===== src/rtl/fwd_ctrl.sv =====
// fwd_ctrl: operand-forwarding select and load-use stall for a 5-stage pipeline.
//
// Keeps a shadow copy of the destination info for the instructions in EX and
// MEM.  The ID instruction's sources are compared against these slots.  The
// mux3 selects are resolved in ID and registered, so they come straight from
// flops during EX.  The selects are 00 = register file, 01 = WB result and
// 10 = MEM ALU result.
//
// Ports:
//   clk, reset                  clock, async active-high reset
//   en                          pipeline advance (0 freezes everything)
//   flush                       squash the ID instruction (branch/jump taken)
//   id_valid, id_rs1, id_rs2    ID instruction and its source indices
//   id_rd, id_reg_write         ID destination and its write enable
//   id_mem_read                 ID instruction is a load
//   stall                       hold PC and IF/ID (combinational)
//   fwd_a, fwd_b                registered operand-A/B mux3 selects

// Resolves one source operand against the EX and MEM writers.
module fwd_ctrl_src #(
    parameter int REG_ADDR_W = 5,
    parameter bit ENABLE_FWD = 1'b1
) (
    input  logic [REG_ADDR_W-1:0] rs,
    input  logic                  ex_writer,
    input  logic [REG_ADDR_W-1:0] ex_rd,
    input  logic                  ex_ld,
    input  logic                  mem_writer,
    input  logic [REG_ADDR_W-1:0] mem_rd,
    output logic                  hazard,
    output logic [1:0]            fwd_nxt
);
    logic ex_hit, mem_hit;

    // The writer flags already exclude rd == x0, so x0 never matches.
    assign ex_hit  = ex_writer  && (ex_rd  == rs);
    assign mem_hit = mem_writer && (mem_rd == rs);

    generate
        if (ENABLE_FWD) begin : g_fwd
            // A load in EX has no data until after MEM, so it must wait one cycle.
            assign hazard = ex_hit && ex_ld;
            // The newest producer wins.  The EX writer will be in MEM during our EX.
            assign fwd_nxt = ex_hit  ? 2'b10 :
                             mem_hit ? 2'b01 : 2'b00;
        end else begin : g_nofwd
            assign hazard  = ex_hit || mem_hit;
            assign fwd_nxt = 2'b00;
        end
    endgenerate
endmodule

module fwd_ctrl #(
    parameter int REG_ADDR_W = 5,
    parameter bit ENABLE_FWD = 1'b1
) (
    input  logic                  clk,
    input  logic                  reset,
    input  logic                  en,
    input  logic                  flush,
    input  logic                  id_valid,
    input  logic [REG_ADDR_W-1:0] id_rs1,
    input  logic [REG_ADDR_W-1:0] id_rs2,
    input  logic [REG_ADDR_W-1:0] id_rd,
    input  logic                  id_reg_write,
    input  logic                  id_mem_read,
    output logic                  stall,
    output logic [1:0]            fwd_a,
    output logic [1:0]            fwd_b
);
    localparam int NUM_SRC = 2;

    // Shadow pipeline slots
    logic                  ex_v, ex_wr, ex_ld;
    logic [REG_ADDR_W-1:0] ex_rd;
    logic                  mem_v, mem_wr;
    logic [REG_ADDR_W-1:0] mem_rd;

    logic ex_writer, mem_writer;
    logic [NUM_SRC-1:0][REG_ADDR_W-1:0] rs;
    logic [NUM_SRC-1:0]                 hazard;
    logic [NUM_SRC-1:0][1:0]            fwd_nxt;

    assign ex_writer  = ex_v  && ex_wr  && (ex_rd  != '0);
    assign mem_writer = mem_v && mem_wr && (mem_rd != '0);
    assign rs         = {id_rs2, id_rs1};

    generate
        for (genvar g = 0; g < NUM_SRC; g++) begin : g_src
            fwd_ctrl_src #(
                .REG_ADDR_W(REG_ADDR_W),
                .ENABLE_FWD(ENABLE_FWD)
            ) u_src (
                .rs        (rs[g]),
                .ex_writer (ex_writer),
                .ex_rd     (ex_rd),
                .ex_ld     (ex_ld),
                .mem_writer(mem_writer),
                .mem_rd    (mem_rd),
                .hazard    (hazard[g]),
                .fwd_nxt   (fwd_nxt[g])
            );
        end
    endgenerate

    // A squashed or empty ID slot never stalls.
    assign stall = id_valid && !flush && (|hazard);

    always_ff @(posedge clk or posedge reset) begin
        if (reset) begin
            ex_v   <= 1'b0;
            ex_wr  <= 1'b0;
            ex_ld  <= 1'b0;
            ex_rd  <= '0;
            mem_v  <= 1'b0;
            mem_wr <= 1'b0;
            mem_rd <= '0;
            fwd_a  <= 2'b00;
            fwd_b  <= 2'b00;
        end else if (en) begin
            mem_v  <= ex_v;
            mem_wr <= ex_wr;
            mem_rd <= ex_rd;
            if (flush || stall) begin
                // Insert a bubble into EX.  The bubble reads nothing, so it selects the register file.
                ex_v  <= 1'b0;
                ex_wr <= 1'b0;
                ex_ld <= 1'b0;
                ex_rd <= '0;
                fwd_a <= 2'b00;
                fwd_b <= 2'b00;
            end else begin
                ex_v  <= id_valid;
                ex_wr <= id_reg_write;
                ex_ld <= id_mem_read;
                ex_rd <= id_rd;
                fwd_a <= id_valid ? fwd_nxt[0] : 2'b00;
                fwd_b <= id_valid ? fwd_nxt[1] : 2'b00;
            end
        end
    end
endmodule


===== config.mk =====
export PLATFORM = sky130hd
export DESIGN_NAME = fwd_ctrl
export DESIGN_NICKNAME = d
export VERILOG_FILES = /design/src/rtl/fwd_ctrl.sv
export SDC_FILE = /design/constraint.sdc
export NUM_CORES = 1
export LEC_CHECK = 0
export ABC_AREA = 1
export CAP_MARGIN = 20
export CORE_MARGIN = 5
export CORE_UTILIZATION = 51
export DETAILED_ROUTE_END_ITERATION = 8
export HOLD_SLACK_MARGIN = 0.1
export PLACE_DENSITY = 0.79
export SYNTH_ARGS = -nofsm -noshare
export SYNTH_HDL_FRONTEND = slang
export SYNTH_SLANG_ARGS = --single-unit

===== constraint.sdc =====
create_clock -name clk -period 1.6 [get_ports clk]
set_clock_uncertainty 0.05 [all_clocks]
set_input_delay 0.16 -clock clk [delete_from_list [all_inputs] [get_ports clk]]
set_output_delay 0.16 -clock clk [all_outputs]
set_load 0.05 [all_outputs]

==> impl_metrics.ini <==
[floorplan]
die_width_um = 60.9
core_um2 = 2480
num_rows = 18
die-area_um2 = 3710
die_h_um = 60.9
pin_count = 27
start_util_pct = 53.3

[synthesis]
synth_cell_types = 22
yosys.area_share.adder_pct = 0
synth_xor_xnor_area_share_pct = 2.65
syn_avg_cell_area_um2 = 6.38
synth-simple-area-share_pct = 42.7
yosysTopAreaCellShare_pct = 36.0
synth_cells = 207
yosysWarningCount = 0
synth_compound_area_share_pct = 8.06
synthesis.nets = 229
yosysTopAreaCell = dfrtp_1
synthesis.area_um2 = 1320
ys_seq_elements = 19
synth_top_family_by_area = simple AND/OR/NAND/NOR gates
ys_seq_area_share_pct = 36.0
synthMuxAreaShare_pct = 0
synthTopCellsByArea = dfrtp_1, nand2_1, inv_1, o21ai_2, nor2_1

[final_layout]
multi_input_area_um2 = 746
nets = 272
syn_to_final_growth_pct = 35.8
nFillCells = 226
drive_gt1_share_pct = 21.3
final_cells = 279
antenna_cells = 0
regArea_um2 = 479
design_area_um2 = 1790

[route]
vias = 1346
vias_per_cell = 4.82
top_layer_used = met4
met1_length_um = 1380
wire_per_inst_um = 10.9
met3_length_um = 136
wirelength_um = 3050
dr.pass1.iters = 4
wl_met2_um = 1490
drc = 0
ant_nets = 0
first_iter_violations = 61

[grt]
grt_pass1_wl_um = 5100
grt_start_max_net_pins = 22
grt_pass1_vias = 1204
grt_usage_pct = 18.2
overflow = 0
antenna_found_initial = 0

[power]
p_per_area_nw_per_um2 = 626
p_sw_share_pct = 31.5
seq_power_share_pct = 49.4
p_switching_mw = 0.353
clockPowerShare_pct = 21.9
max-vdd-ir-drop_uv = 610
total_leakage_power_nw = 0.982
intPower_mw = 0.769
power_frac_comb_pct = 28.7

[critical_path]
worstPathRequired_ns = 1.39
startpoint_type = register
reg2regPathDepth = 12
critPathKind = register to output pin
cp_max_fo = 7
crit_path_end_kind = output pin
cp.arrival_ns = 1.61

[timing]
timing_worst_slew_pin_value_ns = 0.284
rsz0062_at_grt = yes
slew_headroom_pct = 81.0
drv_slew = 0
final_hold_viol_count = 0
final.min_clock_period_ns = 1.82
setup_viol_count_final = 12
fin_crit_sh_pct = 113
fmax_ghz = 0.551
setup_ws_ns = -0.216

[outcome]
status = complete, but fails checks
violations = setup timing

[clock_network]
cts_max_level = 1
clkSlewWorstSetupHoldPaths_ns = 0.11
ctsHoldBuffers = 0
cts_buffers = 3
cts_tree = done
clock_sinks = 19
worstSkewPairLatency_ns = 0.30
clockBufferDepth = 2
cts_root_buf = clkbuf_4

[hold_path]
hold_class = input pin to async pin

[place]
port_buffers = 26
place_congestion = 0.849
dpl_cell_area_um2 = 1670
dp.cells = 269
hpwl_um = 2390

[job]
cap_violations = 0
## stage by stage
stage,TNS (ns),utilization [%],hold slack [ns],worst slack [ns],power [mW]
final,-0.825,72.4,0.117,-0.216,1.12
after global routing,-1.74,72.4,0.164,-0.298,1.19
after CTS,-0.176,70.2,0.123,-0.176,1.11
after detailed placement,-0.614,67.5,0.413,-0.146,0.856
after global placement,-0.266,67.5,0.406,-0.109,0.851
after floorplan,0,-,0.0611,0.0448,0.735
## power by group through the flow
stage / registers [mW] / clock network, mW / logic [mW]
6_report: 0.554 / 0.246 / 0.322
5_1_grt: 0.561 / 0.271 / 0.361
4_1_cts: 0.553 / 0.252 / 0.307
3_5_place_dp: 0.561 / 0 / 0.295
3_3_place_gp: 0.561 / 0 / 0.291
2_1_floorplan: 0.544 / 0 / 0.191
## state kept, by name, indices dropped and copies added (netlist names), 2 cells and up
signal	count
ex_rd	5
mem_rd	5
fwd_a	2
fwd_b	2
## what timing repair did
item,in CTS,in global routing
pin swaps,1,6
endpoints found under the setup margin,1,12
buffers inserted,3,3
resized for setup,7,7
## cells by family after synthesis
group                  after synthesis
buffers and inverters               35
AO/OA/AOI/OAI                       16
XOR/XNOR                             4
flip-flops                          19
AND/OR/NAND/NOR                    133
## per-layer routing
metal  GRT usage (%)  vias to the layer above
met3            2.34                        6
met4            6.19                        0
met5               0                        -
li1                -                      710
met2            29.8                       27
met1            25.0                      603
## worst paths after layout
kind,start,to,slack (ns)
hold / removal,reset,mem_v$_DFFE_PP0P_,0.12
setup reg to reg,ex_rd[1]$_DFFE_PP0P_,ex_rd[3]$_DFFE_PP0P_,-0.07
max in group asynchronous,reset,ex_rd[4]$_DFFE_PP0P_,1.16
hold reg to reg,mem_wr$_DFFE_PP0P_,mem_wr$_DFFE_PP0P_,0.43
min in group clk,id_rd[0],ex_rd[0]$_DFFE_PP0P_,0.35
setup / recovery,ex_rd[1]$_DFFE_PP0P_,stall,-0.22
## critical path, cell delays in order (launching register included)
cell     delay, ns
dfrtp_2       0.49
inv_2         0.10
nand2_2       0.05
nand2_2       0.06
nand2_2       0.07
nor2_4        0.12
nand3_2       0.09
nand2_2       0.08
nand2_4       0.05
inv_2         0.06
buf_12        0.13
## synth_stat cells
cell type and number:
inv_1 27, nor2b_4 1, nor3_1 1, nand4_1 5
nand2_1 96, o21ai_2 7, dfrtp_1 19, nand3_1 7
clkbuf_1 3, nor2b_1 1, a21oi_1 2, xnor2_1 4
nor2_2 1, buf_6 1, nor2_1 16, nand3_2 1
buf_2 1, nand2_4 2, o21ai_1 1, o21ai_0 6
inv_2 3, nand2_2 2
## placed cells by master (no fill, tap or decap), types with 2 or more instances in the layout
master / instances
nand2_2: 6
dfrtp_2: 3
inv_1: 26
inv_2: 4
o21ai_2: 7
dfrtp_1: 16
nand4_1: 5
nand3_1: 7
o21ai_0: 6
buf_4: 20
nand2_1: 92
a21oi_1: 2
xnor2_2: 2
clkdlybuf4s50_1: 21
clkbuf_4: 3
nor2_1: 15
xnor2_1: 2
## layout make-up
cell class | instances | share of cell area (%)
clock buffers | 4 | 1.47
inverters | 30 | 6.28
multi-input cells | 153 | 41.6
flip-flops and latches | 19 | 26.7
well taps | 30 | 2.09
repair buffers | 43 | 21.8
(Power assumes the default switching activity.)
